## src/rtl/csa_reduction_tree_if.sv

```systemverilog
// Operand/result bundle for the multiplier partial-product reduction tree.
// master drives operands and the pipeline select; slave returns the redundant pair.
interface csa_reduction_tree_if #(
  parameter int unsigned WIDTH         = 8,
  parameter int unsigned PIPELINE_BITS = 3
) ();
  logic                     in_valid;
  logic [WIDTH-1:0]         a;
  logic [WIDTH-1:0]         b;
  logic                     is_signed;
  logic [PIPELINE_BITS-1:0] pipes;
  logic                     out_valid;
  logic [2*WIDTH-1:0]       sum;
  logic [2*WIDTH-1:0]       carry;

  modport master (
    output in_valid, a, b, is_signed, pipes,
    input  out_valid, sum, carry
  );

  modport slave (
    input  in_valid, a, b, is_signed, pipes,
    output out_valid, sum, carry
  );
endinterface

```

## src/rtl/csa_reduction_tree.sv

```systemverilog
// Baugh-Wooley partial products reduced by 3:2 levels to a sum/carry pair.
// The last min(pipes, L) levels are registered; earlier levels are combinational.
module csa_reduction_tree #(
  parameter int unsigned WIDTH         = 8,
  parameter int unsigned PIPELINE_BITS = 3
) (
  input logic                 clk,
  input logic                 rst_n,
  csa_reduction_tree_if.slave bus
);
  localparam int unsigned DW = 2 * WIDTH;
  localparam int unsigned NR = WIDTH + 1;

  // Row count after lvl levels of 3:2 compression (9, 6, 4, 3, 2 for WIDTH = 8).
  function automatic int unsigned rows_after(input int unsigned lvl);
    int unsigned n = NR;
    for (int unsigned k = 0; k < lvl; k++) n = 2 * (n / 3) + n % 3;
    return n;
  endfunction

  function automatic int unsigned num_levels(input int unsigned rows);
    int unsigned n = rows;
    int unsigned l = 0;
    while (n > 2) begin
      n = 2 * (n / 3) + n % 3;
      l++;
    end
    return l;
  endfunction

  localparam int unsigned L = num_levels(NR);

  logic [PIPELINE_BITS-1:0] pipes_q;
  logic                     flush;
  logic [31:0]              p_eff;
  logic [NR*DW-1:0]         pp_rows;
  logic [WIDTH-1:0]         pp_row;

  assign flush = (bus.pipes != pipes_q);
  assign p_eff = (32'(bus.pipes) > 32'(L)) ? 32'(L) : 32'(bus.pipes);

  always_ff @(posedge clk or negedge rst_n) begin
    if (!rst_n) pipes_q <= '0;
    else        pipes_q <= bus.pipes;
  end

  // Sign-related bits are inverted in signed mode; correction adds 2^W + 2^(2W-1).
  always_comb begin
    pp_rows = '0;
    pp_row  = '0;
    for (int j = 0; j < int'(WIDTH); j++) begin
      pp_row = bus.a & {WIDTH{bus.b[j]}};
      if (j == int'(WIDTH) - 1) pp_row[WIDTH-2:0] = pp_row[WIDTH-2:0] ^ {(WIDTH-1){bus.is_signed}};
      else                      pp_row[WIDTH-1]   = pp_row[WIDTH-1] ^ bus.is_signed;
      pp_rows[j*DW +: DW] = DW'(pp_row) << j;
    end
    pp_rows[WIDTH*DW + WIDTH]  = bus.is_signed;
    pp_rows[WIDTH*DW + DW - 1] = bus.is_signed;
  end

  for (genvar i = 1; i <= int'(L); i++) begin : g_lvl
    localparam int unsigned NI = rows_after(i - 1);
    localparam int unsigned NO = rows_after(i);
    localparam int unsigned NG = NI / 3;

    logic [NI*DW-1:0] src;
    logic             src_v;
    logic [NO*DW-1:0] comb_rows;
    logic [NO*DW-1:0] q_rows;
    logic [NO*DW-1:0] rows;
    logic             q_v;
    logic             v;
    logic             reg_en;

    if (i == 1) begin : g_src
      assign src   = pp_rows;
      assign src_v = bus.in_valid;
    end else begin : g_src
      assign src   = g_lvl[i-1].rows;
      assign src_v = g_lvl[i-1].v;
    end

    for (genvar g = 0; g < int'(NG); g++) begin : g_csa
      logic [DW-1:0] x, y, z;
      assign x = src[(3*g)*DW +: DW];
      assign y = src[(3*g+1)*DW +: DW];
      assign z = src[(3*g+2)*DW +: DW];
      assign comb_rows[(2*g)*DW +: DW]   = x ^ y ^ z;
      assign comb_rows[(2*g+1)*DW +: DW] = ((x & y) | (x & z) | (y & z)) << 1;
    end

    // Rows left over from grouping by three pass straight through.
    if (NO > 2 * NG) begin : g_pass
      assign comb_rows[NO*DW-1 : 2*NG*DW] = src[NI*DW-1 : 3*NG*DW];
    end

    always_ff @(posedge clk or negedge rst_n) begin
      if (!rst_n) begin
        q_rows <= '0;
        q_v    <= 1'b0;
      end else begin
        q_v <= src_v & ~flush;
        if (src_v) q_rows <= comb_rows;
      end
    end

    assign reg_en = (32'(i) + p_eff) > 32'(L);
    assign rows   = reg_en ? q_rows : comb_rows;
    assign v      = reg_en ? q_v : src_v;
  end

  assign bus.sum       = g_lvl[L].rows[DW-1:0];
  assign bus.carry     = g_lvl[L].rows[2*DW-1:DW];
  assign bus.out_valid = g_lvl[L].v;
endmodule
```

## src/flat_wrapper.sv

```systemverilog
// flat-port wrapper written by rule: the top's interface ports become plain ports
module csa_reduction_tree_flat 
#(
  parameter int unsigned WIDTH         = 8,
  parameter int unsigned PIPELINE_BITS = 3
)
  (clk, rst_n, bus_in_valid, bus_a, bus_b, bus_is_signed, bus_pipes, bus_out_valid, bus_sum, bus_carry);
  csa_reduction_tree_if #(.WIDTH(WIDTH), .PIPELINE_BITS(PIPELINE_BITS)) bus_i ();
  input logic clk;
  input logic rst_n;
  input wire logic [$bits(bus_i.in_valid)-1:0] bus_in_valid;
  input wire logic [$bits(bus_i.a)-1:0] bus_a;
  input wire logic [$bits(bus_i.b)-1:0] bus_b;
  input wire logic [$bits(bus_i.is_signed)-1:0] bus_is_signed;
  input wire logic [$bits(bus_i.pipes)-1:0] bus_pipes;
  output wire logic [$bits(bus_i.out_valid)-1:0] bus_out_valid;
  output wire logic [$bits(bus_i.sum)-1:0] bus_sum;
  output wire logic [$bits(bus_i.carry)-1:0] bus_carry;
  assign bus_i.in_valid = bus_in_valid;
  assign bus_i.a = bus_a;
  assign bus_i.b = bus_b;
  assign bus_i.is_signed = bus_is_signed;
  assign bus_i.pipes = bus_pipes;
  assign bus_out_valid = bus_i.out_valid;
  assign bus_sum = bus_i.sum;
  assign bus_carry = bus_i.carry;
  csa_reduction_tree #(.WIDTH(WIDTH), .PIPELINE_BITS(PIPELINE_BITS)) u_core (.clk(clk), .rst_n(rst_n), .bus(bus_i));
endmodule
```

## config.mk

```make
export PLATFORM = sky130hd
export DESIGN_NAME = csa_reduction_tree_flat
export DESIGN_NICKNAME = d
export VERILOG_FILES = /design/src/rtl/csa_reduction_tree_if.sv /design/src/rtl/csa_reduction_tree.sv /design/src/flat_wrapper.sv
export SDC_FILE = /design/constraint.sdc
export NUM_CORES = 1
export LEC_CHECK = 0
export CAP_MARGIN = 15
export CORE_ASPECT_RATIO = 0.8
export CORE_MARGIN = 2
export CORE_UTILIZATION = 60
export DETAILED_ROUTE_END_ITERATION = 6
export PLACE_DENSITY = 0.8
export REMOVE_ABC_BUFFERS = 1
export SETUP_SLACK_MARGIN = 0.02
export SYNTH_ARGS = -nofsm -noshare
export SYNTH_HDL_FRONTEND = slang
export SYNTH_SLANG_ARGS = --single-unit
```

## constraint.sdc

```tcl
create_clock -name clk -period 12.8 [get_ports clk]
set_input_delay 1.92 -clock clk [delete_from_list [all_inputs] [get_ports clk]]
set_output_delay 1.92 -clock clk [all_outputs]
set_load 0.02 [all_outputs]
```

==> out/results.tsv, run 1 <==
stage	metric	value	unit
job	maxcap violations	0	
drt	Routed WL	20500	µm
die	IO Pins	56	
logic_synthesis	share of the synthesized area in the top cell type	0.433	
clocking	Setup Buffers After CTS	0	
critical_path	R2R setup slack	9.86	ns
clocking	Clk pin slew, worst setup/hold paths	0.06	ns
critical_path	Reg-to-Reg Start	u_core.g_lvl[1].q_rows[8]$_DFFE_PN0P_	
final_layout	layout cells sized above 1	0.183	
die	core area	15200	µm²
worst_hold_path	Hold Startpoint	u_core.g_lvl[2].q_rows[42]$_DFFE_PN0P_	
logic_synthesis	register bit count reported by yosys	163	
global_routing	pin count of the biggest net entering global routing	89	
logic_synthesis	post-synth cell types	36	
logic_synthesis	Cells after Synth	877	
placement	pre-CTS setup slack	4.08	ns
critical_path	worst-path maximum fanout	18	
die	die width	144	µm
critical_path	Worst EP required	10.88	ns
critical_path	reg2reg end	u_core.g_lvl[4].q_rows[8]$_DFFE_PN0P_	
logic_synthesis	Mapped Area	9420	µm²
timing	Tcrit/Tclk final	0.684	
timing	RSZ-0062 raised after global routing	no	
logic_synthesis	Synth Area in Simple Gates	0.127	
critical_path	Crit Path Class	input port to primary output	
final_layout	non-filler cells, final	1125	
clocking	Max clock buf depth	2	
clocking	CTS tree	built	
timing	worst setup margin	4.04	ns
die	die area	16700	µm²
critical_path	crit-path cells	clkdlybuf4s50_1 > xnor2_1 > fa_1 > mux2_2 > fa_1 > mux2i_1 > fa_1 > nor2_1 > a21oi_1 > fa_1 > o21ai_0 > clkdlybuf4s50_1	
logic_synthesis	most instantiated cells after synthesis	nand2_1, dfrtp_1, mux2_2	
power	Leak	5.04	nW
clocking	CTS Buf Count	17	
global_routing	layer with the highest usage	met2	
final_layout	multi-input logic area	4940	µm²
timing	final hold vios	0	
logic_synthesis	Post-synth EDFFs	0	
timing	Rel. slew slack	0.247	
logic_synthesis	mux cell area share after synthesis	0.207	
timing	FMAX	0.114	GHz
logic_synthesis	adder-cell share of the synthesized area	0.109	
placement	hpwl dp	13200	µm
critical_path	Worst setup EP type	primary output	
run_status	status	finished clean	
clocking	Root Driver	clkbuf_16	
logic_synthesis	Compound-Gate Fraction of Synth Area	0.0610	
global_routing	met1 usage in global routing	0.361	
global_routing	first-pass GRT wire length	34400	µm
timing	worst slew pin tran	1.13	ns
critical_path	startpoint types	input port	
logic_synthesis	Post-Synth XOR/XNOR Area	0.0177	
timing	Slew Limit Fails	0	
power	Worst IR Drop VDD	0.000118	V
final_layout	Seq. cell area	4080	µm²
power	pwr/cell area	177	nW/µm²
drt	routed via count	6332	
timing	setup_tns	0	ns
die	Initial Util	0.621	
logic_synthesis	largest family of logic cells by synthesized area	multiplexers	
final_layout	Final nets	985	
timing	post-layout min period	8.76	ns
final_layout	P&R area growth vs syn	12.8	%
drt	wire length per cell	18.2	µm
drt	first-pass iteration count of the detailed router	4	
logic_synthesis	Synth area leaders	dfrtp_1, mux2_2, nand2_1	
timing	post-route clock skew	0.00501	ns
critical_path	R2R cell count	8	
logic_synthesis	count leader, synth	nand2_1	
global_routing	met2 usage	0.454	
global_routing	initial antenna violation count	0	
global_routing	vias in the first global route	6714	
clocking	Post-CTS Hold Fix Bufs	0	
drt	Via density	5.63	
clocking	clock sink total	163	
drt	remaining antenna violation count	0	
timing	endpoints failing setup	0	
critical_path	Crit path arrival time	6.84	ns
worst_hold_path	worst min-delay path class	register to register	
critical_path	Worst path slowest cell	clkdlybuf4s50_1	
worst_hold_path	worst hold path stage count	2	
logic_synthesis	YS warnings	0	
logic_synthesis	asr flop ratio synth	1.00	
clocking	post-CTS resize count	0	
drt	DRT iter0 DRCs	337	
logic_synthesis	largest area contributor in the netlist	dfrtp_1	
final_layout	Filler Cell Count	1072	
critical_path	Worst path max stage delay	1.08	ns
logic_synthesis	Mean Syn Cell Area	10.7	µm²
global_routing	Congestion Overflow GR	0	
die	Die Span Y	116	µm
worst_hold_path	hold path endpoint	u_core.g_lvl[2].q_rows[42]$_DFFE_PN0P_	
critical_path	cell mode on critical path	fa_1	
clocking	Clk Latency, worst-skew pair	0.43	ns
logic_synthesis	Most used DFF post-synth	dfrtp_1	
placement	Placer Congestion	0.775	
placement	Placed Instances	1093	
global_routing	met3 Usage GRT	0.0525	
clocking	CTS HTree Levels	4	
logic_synthesis	sequential element share of the synthesized area	0.433	
final_layout	ANT cells	0	
placement	Port Buffer Count	50	
drt	DRC Markers	0	
die	std cell rows	40	
global_routing	GRT Util Overall	0.270	
how the worst max path moves through the flow:
stage,from,endpoint,slack [ns]
floorplan,bus_b[0],bus_sum[7],5.61
global placement,bus_is_signed,bus_sum[7],4.11
detailed placement,bus_is_signed,bus_sum[7],4.08
CTS,bus_is_signed,bus_sum[7],4.05
finish,bus_is_signed,bus_sum[7],4.04
global route,bus_is_signed,bus_sum[7],3.81
layout make-up:
type / instances / share of cell area
timing repair buffer: 59 / 0.0526
tap: 210 / 0.0247
inverter: 30 / 0.0106
sequential: 163 / 0.384
multi-input combinational: 631 / 0.465
clock buffer: 22 / 0.0465
clock inverter: 10 / 0.0165
power by group:
| group | total (mW) | internal (mW) | switching [mW] | leakage, nW |
|---|---|---|---|---|
| Combinational | 0.599 | 0.287 | 0.312 | 2.67 |
| Clock | 0.573 | 0.371 | 0.203 | 0.336 |
| Sequential | 0.711 | 0.644 | 0.0673 | 2.03 |
| Total | 1.88 | 1.30 | 0.582 | 5.04 |
critical path: cells and delay by family:
| kind | cells | cell delay [ns] |
|---|---|---|
| xor+xnor | 1 | 0.23 |
| simple gates | 1 | 0.06 |
| buf+inv | 2 | 1.70 |
| fa+ha+maj | 4 | 2.13 |
| mux | 2 | 0.40 |
| compound gates | 2 | 0.38 |
metrics by stage:
stage	total power, mW	hold slack, ns	utilization	cell area, µm²
after floorplan	1.10	0.438	-	9120
after global placement	1.29	0.449	0.657	9960
after detailed placement	1.32	0.455	0.657	9960
after CTS	1.90	0.469	0.701	10600
after global routing	2.00	0.496	0.701	10600
final	1.88	0.469	0.701	10600
flip-flops by register name (all words and copies together), names as in the netlist:
signal / cells
u_core.g_lvl.q_v: 4
u_core.g_lvl.q_rows: 156
u_core.pipes_q: 3
metal layers:
metal / share of wire / wire length, µm
met2: 0.49 / 10100
met1: 0.46 / 9340
met3: 0.037 / 767
met5: 0 / 0
met4: 0.016 / 318
cell families after synthesis:
family | Yosys count
AO/OA/AOI/OAI | 89
XOR/XNOR | 19
adder cells (fa/ha/maj) | 60
buffers and inverters | 87
flip-flops | 163
multiplexers | 177
other | 1
AND/OR/NAND/NOR | 281
cell usage in the layout, fill, tap and decap left out, drive strengths merged, types with 2 or more instances in the layout:
cell	synthesis	final
nand2	198	198
dfrtp	163	163
mux2	114	114
mux2i	63	63
clkdlybuf4s50	0	47
o21ai	41	41
fa	37	37
and2	35	35
inv	30	30
a21oi	27	27
nor2	27	27
ha	23	23
clkbuf	24	22
xnor2	16	16
or3	15	15
o221a	15	15
buf	33	12
conb	1	5
bufinv	0	5
clkinv	0	5
xor2	3	3
nand3	3	3
o31ai	2	2
a21o	2	2
No activity file was read; power rests on OpenSTA's default activity.
==> inputs of run 2 (changes only) <==
==> constraint.sdc (replaced) <==
create_clock -name clk -period 8.6 [get_ports clk]
set_input_delay 1.29 -clock clk [delete_from_list [all_inputs] [get_ports clk]]
set_output_delay 1.29 -clock clk [all_outputs]
set_load 0.02 [all_outputs]
==> run 2 against run 1 <==
Setup slack got worse by 2.5 ns. Register-to-register slack got worse by 4.2 ns. Clock power rose by 21%. Final cell count about the same. Die area stayed put. Utilization shrank 0.86 points. Global-route usage decreased by 1.1 points. Clock skew grew 0.0031 ns. Clock-buffer cell count down 2. Cell area fell by 1.2%.
==> out/results.tsv, run 2 (synthesis results as in run 1) <==
stage	metric	value	unit	change
die	core area	15200	µm²	unchanged
final_layout	ANT cells	0		unchanged
drt	first-pass iteration count of the detailed router	4		unchanged
critical_path	Crit Path Class	input port to primary output		unchanged
timing	endpoints failing setup	0		unchanged
critical_path	Worst EP required	7.31	ns	was 10.88 ns
timing	final hold vios	0		unchanged
worst_hold_path	worst hold path stage count	2		unchanged
clocking	Post-CTS Hold Fix Bufs	0		unchanged
critical_path	R2R cell count	8		unchanged
global_routing	vias in the first global route	6572		was 6714
final_layout	Final nets	986		was 985
critical_path	Worst setup EP type	primary output		unchanged
clocking	Clk Latency, worst-skew pair	0.43	ns	about the same
die	std cell rows	40		unchanged
timing	post-route clock skew	0.00813	ns	was 0.00501 ns
final_layout	commonest non-fill, non-tap cell in the layout	nand2_1		unchanged
power	pwr/cell area	252	nW/µm²	was 177 nW/µm²
critical_path	Crit path arrival time	5.79	ns	was 6.84 ns
worst_hold_path	hold path endpoint	u_core.g_lvl[2].q_rows[5]$_DFFE_PN0P_		was u_core.g_lvl[2].q_rows[42]$_DFFE_PN0P_
drt	Routed WL	19900	µm	was 20500 µm
critical_path	startpoint types	input port		unchanged
final_layout	Largest regs	u_core.g_lvl.q_rows (156), u_core.g_lvl.q_v (4), u_core.pipes_q (3)		unchanged
drt	remaining antenna violation count	0		unchanged
timing	RSZ-0062 raised after global routing	no		unchanged
die	die width	144	µm	unchanged
timing	Rel. slew slack	0.249		was 0.247
critical_path	Reg-to-Reg Start	u_core.g_lvl[1].q_rows[9]$_DFFE_PN0P_		was u_core.g_lvl[1].q_rows[8]$_DFFE_PN0P_
clocking	Clk pin slew, worst setup/hold paths	0.06	ns	about the same
clocking	CTS HTree Levels	4		unchanged
drt	DRC Markers	0		unchanged
timing	Tcrit/Tclk final	0.823		
clocking	clock sink total	163		unchanged
timing	Slew Limit Fails	0		unchanged
clocking	Max clock buf depth	2		unchanged
die	Initial Util	0.621		unchanged
clocking	CTS Buf Count	17		unchanged
timing	setup_tns	0	ns	unchanged
clocking	post-CTS resize count	0		unchanged
timing	post-layout min period	7.08	ns	
placement	hpwl dp	13200	µm	about the same
worst_hold_path	worst min-delay path class	register to register		unchanged
timing	worst slew pin tran	1.12	ns	was 1.13 ns
run_status	status	finished clean		unchanged
critical_path	worst setup path start	bus_b[0]		was bus_is_signed
clocking	Root Driver	clkbuf_16		unchanged
global_routing	initial antenna violation count	0		unchanged
drt	wire length per cell	17.7	µm	was 18.2 µm
critical_path	reg2reg end	u_core.g_lvl[4].q_rows[9]$_DFFE_PN0P_		was u_core.g_lvl[4].q_rows[8]$_DFFE_PN0P_
drt	DRT iter0 DRCs	461		was 337
die	IO Pins	56		unchanged
placement	Port Buffer Count	50		unchanged
final_layout	max FFs per register	156		unchanged
job	maxcap violations	0		unchanged
clocking	CTS tree	built		unchanged
global_routing	Congestion Overflow GR	0		unchanged
global_routing	pin count of the biggest net entering global routing	84		was 89
final_layout	Reg with most FFs	u_core.g_lvl.q_rows		unchanged
global_routing	first-pass GRT wire length	33100	µm	was 34400 µm
final_layout	commonest cells after routing, fill and taps aside	nand2_1, dfrtp_1, mux2_2, mux2i_1, clkdlybuf4s50_1		unchanged
worst_hold_path	Hold Startpoint	u_core.g_lvl[2].q_rows[5]$_DFFE_PN0P_		was u_core.g_lvl[2].q_rows[42]$_DFFE_PN0P_
final_layout	P&R area growth vs syn	11.4	%	was 12.8%
final_layout	non-filler cells, final	1126		was 1125
final_layout	layout cells sized above 1	0.181		was 0.183
clocking	Setup Buffers After CTS	0		unchanged
placement	Placed Instances	1094		was 1093
power	Leak	4.95	nW	was 5.04 nW
die	die area	16700	µm²	unchanged
critical_path	R2R setup slack	5.64	ns	was 9.86 ns
die	Die Span Y	116	µm	unchanged
critical_path	worst-path maximum fanout	9		was 18
power	Worst IR Drop VDD	0.000182	V	was 0.000118 V
placement	Placer Congestion	0.820		was 0.775
drt	routed via count	6349		was 6332
timing	FMAX	0.141	GHz	
drt	Via density	5.64		was 5.63
global_routing	GRT Util Overall	0.259		was 0.270
run 2: cell count changes in the layout (fill, tap and decap cells not counted), sizes merged:
| cell | before | now |
|---|---|---|
| clkbuf | 22 | 20 |
| clkinvlp | 0 | 7 |
| buf | 12 | 13 |
| clkinv | 5 | 4 |
| bufinv | 5 | 0 |
| inv | 30 | 31 |
run 2: worst max path at each step:
stage / endpoint / slack, ns / depth (start not counted)
after floorplan: bus_sum[7] / 2.67 / 11
after global placement: bus_sum[8] / 1.54 / 13
after detailed placement: bus_sum[7] / 1.50 / 13
after CTS: bus_sum[7] / 1.49 / 13
after global routing: bus_sum[7] / 1.28 / 13
final: bus_sum[7] / 1.52 / 13
run 2: where the power goes:
group	total, mW	internal (mW)	switching (mW)
clock	0.692	0.375	0.316
sequential	1.06	0.958	0.0989
combinational	0.898	0.430	0.469
total	2.65	1.76	0.884
run 2: per-layer routing:
| layer | global-route usage | vias up | share of wire |
|---|---|---|---|
| met1 | 0.348 | 3194 | 0.45 |
| met5 | 0 | - | 0 |
| met2 | 0.430 | 144 | 0.49 |
| met3 | 0.0409 | 31 | 0.035 |
| li1 | - | 2980 | - |
| met4 | 0.0993 | 0 | 0.024 |
run 2: cell type report:
cell class              instances  area [µm²]
well taps                     210         263
multi-input cells             631        4940
inverters                      30         113
fillers                      1101        4670
flip-flops and latches        163        4080
clock buffers                  20         447
clock inverters                12        85.1
repair buffers                 60         567
run 2: metrics by stage:
stage | power [mW] | hold WS [ns] | utilization | setup WS (ns) | instance area (µm²)
floorplan | 1.63 | 0.438 | - | 2.67 | 9120
global placement | 1.93 | 0.449 | 0.657 | 1.54 | 9960
detailed placement | 1.96 | 0.456 | 0.657 | 1.50 | 9960
CTS | 2.66 | 0.470 | 0.692 | 1.49 | 10500
global route | 2.81 | 0.491 | 0.692 | 1.28 | 10500
finish | 2.65 | 0.467 | 0.692 | 1.52 | 10500
run 2: critical path, stage by stage:
cell,delay (ns)
clkdlybuf4s50_1,0.63
nand2_1,0.11
xnor2_1,0.16
fa_1,0.50
mux2_2,0.29
fa_1,0.59
mux2i_1,0.11
fa_1,0.59
nor2_1,0.06
a21oi_1,0.22
fa_1,0.44
o21ai_0,0.17
clkdlybuf4s50_1,0.62
==> inputs of run 3 (changes only) <==
--- a/config.mk
+++ b/config.mk
@@ -8,9 +8,9 @@
 export CAP_MARGIN = 15
 export CORE_ASPECT_RATIO = 0.8
 export CORE_MARGIN = 2
-export CORE_UTILIZATION = 60
+export CORE_UTILIZATION = 55
 export DETAILED_ROUTE_END_ITERATION = 6
-export PLACE_DENSITY = 0.8
+export PLACE_DENSITY = 0.77
 export REMOVE_ABC_BUFFERS = 1
 export SETUP_SLACK_MARGIN = 0.02
 export SYNTH_ARGS = -nofsm -noshare
==> constraint.sdc (replaced) <==
create_clock -name clk -period 5.98 [get_ports clk]
set_input_delay 0.897 -clock clk [delete_from_list [all_inputs] [get_ports clk]]
set_output_delay 0.897 -clock clk [all_outputs]
set_load 0.02 [all_outputs]
==> run 3 against run 2 <==
Register-to-register slack lost 2.5 ns. Sequential share of layout area is 1.2 points lower. Utilization down 4.1 points. Die area is 8.8% higher. Setup slack lost 1.3 ns. Global-route usage fell by 1.6 points. Critical path type unchanged. Highest routed layer unchanged.
==> out/results.tsv, run 3 (synthesis results as in run 1) <==
stage	metric	value	unit	change
global_routing	GRT Util Overall	0.243		was 0.259
clocking	Max clock buf depth	2		unchanged
final_layout	final instance area	10800	µm²	was 10500 µm²
global_routing	vias in the first global route	6617		was 6572
drt	DRT iter0 DRCs	435		was 461
timing	Tcrit/Tclk final	0.961		
critical_path	Worst EP required	5.08	ns	was 7.31 ns
clocking	clock sink total	163		unchanged
timing	RSZ-0062 raised after global routing	yes		was no
clocking	Clk pin slew, worst setup/hold paths	0.06	ns	about the same
final_layout	ANT cells	0		unchanged
die	std cell rows	42		was 40
placement	Placer Congestion	0.840		was 0.820
critical_path	R2R setup slack	3.10	ns	was 5.64 ns
clocking	Post-CTS Hold Fix Bufs	0		unchanged
die	die area	18200	µm²	was 16700 µm²
global_routing	Congestion Overflow GR	0		unchanged
final_layout	Reg with most FFs	u_core.g_lvl.q_rows		unchanged
critical_path	crit-path cells	clkdlybuf4s50_1 > nand2_1 > xnor2_2 > fa_1 > mux2_2 > fa_1 > mux2i_1 > fa_1 > nor2_1 > a21oi_2 > fa_1 > o21ai_0 > dlygate4sd2_1		was clkdlybuf4s50_1 > nand2_1 > xnor2_1 > fa_1 > mux2_2 > fa_1 > mux2i_1 > fa_1 > nor2_1 > a21oi_1 > fa_1 > o21ai_0 > clkdlybuf4s50_1
drt	routed via count	6443		was 6349
die	die width	150	µm	was 144 µm
drt	Via density	5.51		was 5.64
final_layout	Largest regs	u_core.g_lvl.q_rows (156), u_core.g_lvl.q_v (4), u_core.pipes_q (3)		unchanged
final_layout	Final nets	1020		was 986
drt	DRC Markers	0		unchanged
critical_path	cell mode on critical path	fa_1		unchanged
job	maxcap violations	0		unchanged
timing	post-route clock skew	0.00861	ns	was 0.00813 ns
clocking	Clk Latency, worst-skew pair	0.43	ns	about the same
power	pwr/cell area	358	nW/µm²	was 252 nW/µm²
placement	Post-DP Area	10200	µm²	was 9960 µm²
timing	setup_tns	0	ns	unchanged
drt	remaining antenna violation count	0		unchanged
global_routing	first-pass GRT wire length	34100	µm	was 33100 µm
die	IO Pins	56		unchanged
clocking	Root Driver	clkbuf_16		unchanged
clocking	CTS tree	built		unchanged
critical_path	Worst path slowest cell	fa_1		was clkdlybuf4s50_1
critical_path	Crit path arrival time	4.85	ns	was 5.79 ns
critical_path	worst-path maximum fanout	2		was 9
die	Die Span Y	121	µm	was 116 µm
critical_path	startpoint types	input port		unchanged
timing	post-layout min period	5.75	ns	
timing	endpoints failing setup	0		unchanged
timing	Rel. slew slack	0.218		was 0.249
final_layout	layout cells sized above 1	0.214		was 0.181
placement	Port Buffer Count	50		unchanged
critical_path	Worst path max stage delay	0.59	ns	was 0.63 ns
final_layout	P&R area growth vs syn	15.0	%	was 11.4%
drt	wire length per cell	17.5	µm	was 17.7 µm
final_layout	commonest non-fill, non-tap cell in the layout	nand2_1		unchanged
timing	FMAX	0.174	GHz	
power	Leak	5.27	nW	was 4.95 nW
power	Power Total	3.88	mW	was 2.65 mW
critical_path	Worst setup EP type	primary output		unchanged
clocking	Setup Buffers After CTS	0		unchanged
final_layout	max FFs per register	156		unchanged
run_status	status	finished clean		unchanged
global_routing	pin count of the biggest net entering global routing	102		was 84
die	core area	16700	µm²	was 15200 µm²
timing	Slew Limit Fails	0		unchanged
clocking	CTS HTree Levels	4		unchanged
drt	first-pass iteration count of the detailed router	5		was 4
placement	hpwl dp	13800	µm	was 13200 µm
final_layout	Post-Route Utilization	0.651		was 0.692
critical_path	Crit Path Class	input port to primary output		unchanged
timing	final hold vios	0		unchanged
global_routing	initial antenna violation count	0		unchanged
drt	Routed WL	20400	µm	was 19900 µm
final_layout	commonest cells after routing, fill and taps aside	nand2_1, dfrtp_1, mux2_2, mux2i_1, buf_4		was nand2_1, dfrtp_1, mux2_2, mux2i_1, clkdlybuf4s50_1
worst_hold_path	worst min-delay path class	register to register		unchanged
die	Initial Util	0.566		was 0.621
power	Worst IR Drop VDD	0.000241	V	was 0.000182 V
timing	WHS	0.468	ns	was 0.467 ns
timing	worst slew pin tran	1.17	ns	was 1.12 ns
clocking	CTS Buf Count	17		unchanged
[run 3: cell count changes in the layout (fill, tap and decap cells not counted), sizes merged, moves of 5 or more]
cell           change
buf               +34
clkdlybuf4s50     -16
clkinvlp           -5
dlygate4sd2        +5
dlymetal6s2s       +9
[run 3: layout make-up]
class / instances / area (µm²)
Clock buffer: 21 / 460
Fill cell: 1274 / 5820
Tap cell: 220 / 275
Sequential cell: 163 / 4080
Inverter: 30 / 113
Clock inverter: 10 / 109
Timing Repair Buffer: 94 / 845
Multi-Input combinational cell: 631 / 4960
[run 3: worst paths after layout]
path                                                        startpoint                                     end  cells after the start
max in group asynchronous                                        rst_n   u_core.g_lvl[1].q_rows[7]$_DFFE_PN0P_                      2
min in group asynchronous                                        rst_n  u_core.g_lvl[1].q_rows[53]$_DFFE_PN0P_                      1
worst max register to register   u_core.g_lvl[1].q_rows[7]$_DFFE_PN0P_   u_core.g_lvl[4].q_rows[7]$_DFFE_PN0P_                      8
worst max-delay path                                          bus_b[0]                              bus_sum[7]                     13
worst min-delay path            u_core.g_lvl[2].q_rows[19]$_DFFE_PN0P_  u_core.g_lvl[2].q_rows[19]$_DFFE_PN0P_                      2
worst min register to register  u_core.g_lvl[2].q_rows[19]$_DFFE_PN0P_  u_core.g_lvl[2].q_rows[19]$_DFFE_PN0P_                      2
[run 3: timing repair]
item / in CTS / in global routing
hold endpoints to repair: 0 / 0
resized for setup: 8 / 17
endpoints found under the setup margin: 7 / 13
[run 3: critical path, delay by kind of cell]
kind                     cells  cell delay (ns)
adder cells (fa/ha/maj)      4             2.06
buffers and inverters        2             0.83
multiplexers                 2             0.39
AO/OA/AOI/OAI                2             0.35
AND/OR/NAND/NOR              2             0.16
XOR/XNOR                     1             0.16
[run 3: per-layer routing]
| metal | global-route usage | routed length, µm | up-vias |
|---|---|---|---|
| met5 | 0 | 0 | - |
| met4 | 0.0708 | 348 | 0 |
| met3 | 0.0470 | 830 | 24 |
| met2 | 0.389 | 9640 | 121 |
| met1 | 0.338 | 9610 | 3256 |
| li1 | - | - | 3042 |
[run 3: power by group]
group / internal [mW] / switching (mW) / total [mW]
clock network: 0.631 / 0.448 / 1.08
logic: 0.609 / 0.673 / 1.28
registers: 1.38 / 0.139 / 1.52
total: 2.62 / 1.26 / 3.88
[run 3: per-stage QoR]
step,cells,setup WS (ns)
after detailed placement,1138,-0.159
after global placement,1138,-0.115
after CTS,1169,0.0249
final,1169,0.233
after floorplan,824,0.835
after global routing,1169,0.0145
==> variant, RTL diff (settings of run 3) <==
`PIPELINE_BITS` is set to 3 in 3 places; all go to 5.
--- a/src/rtl/csa_reduction_tree_if.sv
+++ b/src/rtl/csa_reduction_tree_if.sv
@@ -4,3 +4,3 @@
   parameter int unsigned WIDTH         = 8,
-  parameter int unsigned PIPELINE_BITS = 3
+  parameter int unsigned PIPELINE_BITS = 5
 ) ();
--- a/src/rtl/csa_reduction_tree.sv
+++ b/src/rtl/csa_reduction_tree.sv
@@ -4,3 +4,3 @@
   parameter int unsigned WIDTH         = 8,
-  parameter int unsigned PIPELINE_BITS = 3
+  parameter int unsigned PIPELINE_BITS = 5
 ) (
--- a/src/flat_wrapper.sv
+++ b/src/flat_wrapper.sv
@@ -4,3 +4,3 @@
   parameter int unsigned WIDTH         = 8,
-  parameter int unsigned PIPELINE_BITS = 3
+  parameter int unsigned PIPELINE_BITS = 5
 )
Ports: changed (resized bus_pipes); port bits go from 56 to 58. No check against the original RTL was run, so the function may have changed too.
==> variant against run 3 <==
  * Setup slack better by 0.080 ns
  * Power is 7.9% higher
  * Cell area is 5.9% higher
  * Final cell count increased by 14%
  * Sequential cell count grew 2
  * Synthesized area increased by 1.3%
  * Via count rose by 14%
  * Synthesized cell count increased by 14%
  * Wire length up 11%
  * Clock power grew 9%
  * Count of clock-buffer cells in the layout decreased by 1
  * Largest power group unchanged
==> variant: results (changes against run 3) <==
outcome=completed (unchanged); clk cell area share=5.43% (was 5.25%); vias in the first global route=7469 (was 6617); Non-clock inverters=8 (was 30); Plain + repair buffers=136 (was 94); post-synthesis sequential area ratio=43.3% (about the same); Placer Congestion=0.887 (was 0.840); area occupied by multi-input gates=5230 um^2 (was 4960 um^2); Storage cell area=4130 um^2 (was 4080 um^2); routed vias/inst=5.54 (was 5.51); Peak VDD IR=0.000256 V (was 0.000241 V); #MultiIn Comb=765 (was 631); slew margin rel.=32.3% (was 21.8%); dominant cells by area after synthesis=dfrtp_1, nand2_1, fa_1, mux2_2, o21ai_0 (was dfrtp_1, mux2_2, nand2_1, fa_1, mux2i_1); Hold Crit Class=in2async (was reg2reg); placed cell area=10600 um^2 (was 10200 um^2); leak pwr=5.55 nW (was 5.27 nW); routed length on met2=11.1 mm (was 9.64 mm); GRT Resource Usage Total=25.7% (was 24.3%); clock skew=0.00913 ns (was 0.00861 ns); nets=1184 (was 1020); crit path max fanout=6 (was 2); grt met1 use=34.5% (was 33.8%); Reg2Reg Depth=10 (was 8); Synth Area in Adders=11.6% (was 10.9%); Initial DRT Pass Iterations=6 (was 5); vias=7372 (was 6443); met3 usage=4.42% (was 4.70%); Non-clock buffer share=10.3% (was 7.79%); pwr/cell area=364 nW/um^2 (was 358 nW/um^2); M1 wire length=10.1 mm (was 9.61 mm); Place WS=-0.618 ns (was -0.159 ns); worst setup slack after layout=0.313 ns (was 0.233 ns); Mapped Area=9550 um^2 (was 9420 um^2); xor and xnor area share after synthesis=1.74% (was 1.77%); Starting DRT DRC Count=557 (was 435); syn_area_per_cell=9.55 um^2 (was 10.7 um^2); routed wire length=22.7 mm (was 20.4 mm); worst endpoint data arrival time=4.77 ns (was 4.85 ns); list of most frequent post-synthesis cells=nand2_1, dfrtp_1, o21ai_0, nor2_1, a21oi_1 (was nand2_1, dfrtp_1, mux2_2, mux2i_1, o21ai_0); first-pass GRT wire length=36.8 mm (was 34.1 mm); pin count of the biggest net entering global routing=81 (was 102); port bufs=52 (was 50); Psw=0.00140 W (was 0.00126 W); Hold Slack=0.272 ns (was 0.468 ns); top flop regs=u_core.g_lvl.q_rows: 156 flops, u_core.pipes_q: 5 flops, u_core.g_lvl.q_v: 4 flops (was u_core.g_lvl.q_rows: 156 flops, u_core.g_lvl.q_v: 4 flops, u_core.pipes_q: 3 flops); layout cells sized above 1=21.5% (was 21.4%); GR Util met2=43.0% (was 38.9%)
[variant: changes by cell type after synthesis, sizes merged, moves of 19 or more]
cell	before	now
nand2	198	277
mux2	114	63
o21ai	41	91
nor2	27	76
a21oi	27	74
inv	30	6
mux2i	63	40
and2	35	16
clkbuf	24	43
[variant: power by group through the flow]
stage	clock (W)	combinational, W	sequential [W]
floorplan	0	0.000908	0.00154
global placement	0	0.00133	0.00156
detailed placement	0	0.00137	0.00158
CTS	0.00119	0.00137	0.00157
global route	0.00123	0.00160	0.00162
finish	0.00118	0.00142	0.00158
[variant: final timing paths]
path | from | endpoint
max | bus_pipes[1] | bus_sum[7]
min | rst_n | u_core.g_lvl[2].q_rows[63]
max reg2reg | u_core.g_lvl[1].q_rows[23] | u_core.g_lvl[4].q_rows[7]
min reg2reg | u_core.g_lvl[2].q_rows[39] | u_core.g_lvl[2].q_rows[39]
max in group asynchronous | rst_n | u_core.g_lvl[2].q_rows[39]
min in group clk | u_core.g_lvl[2].q_rows[39] | u_core.g_lvl[2].q_rows[39]
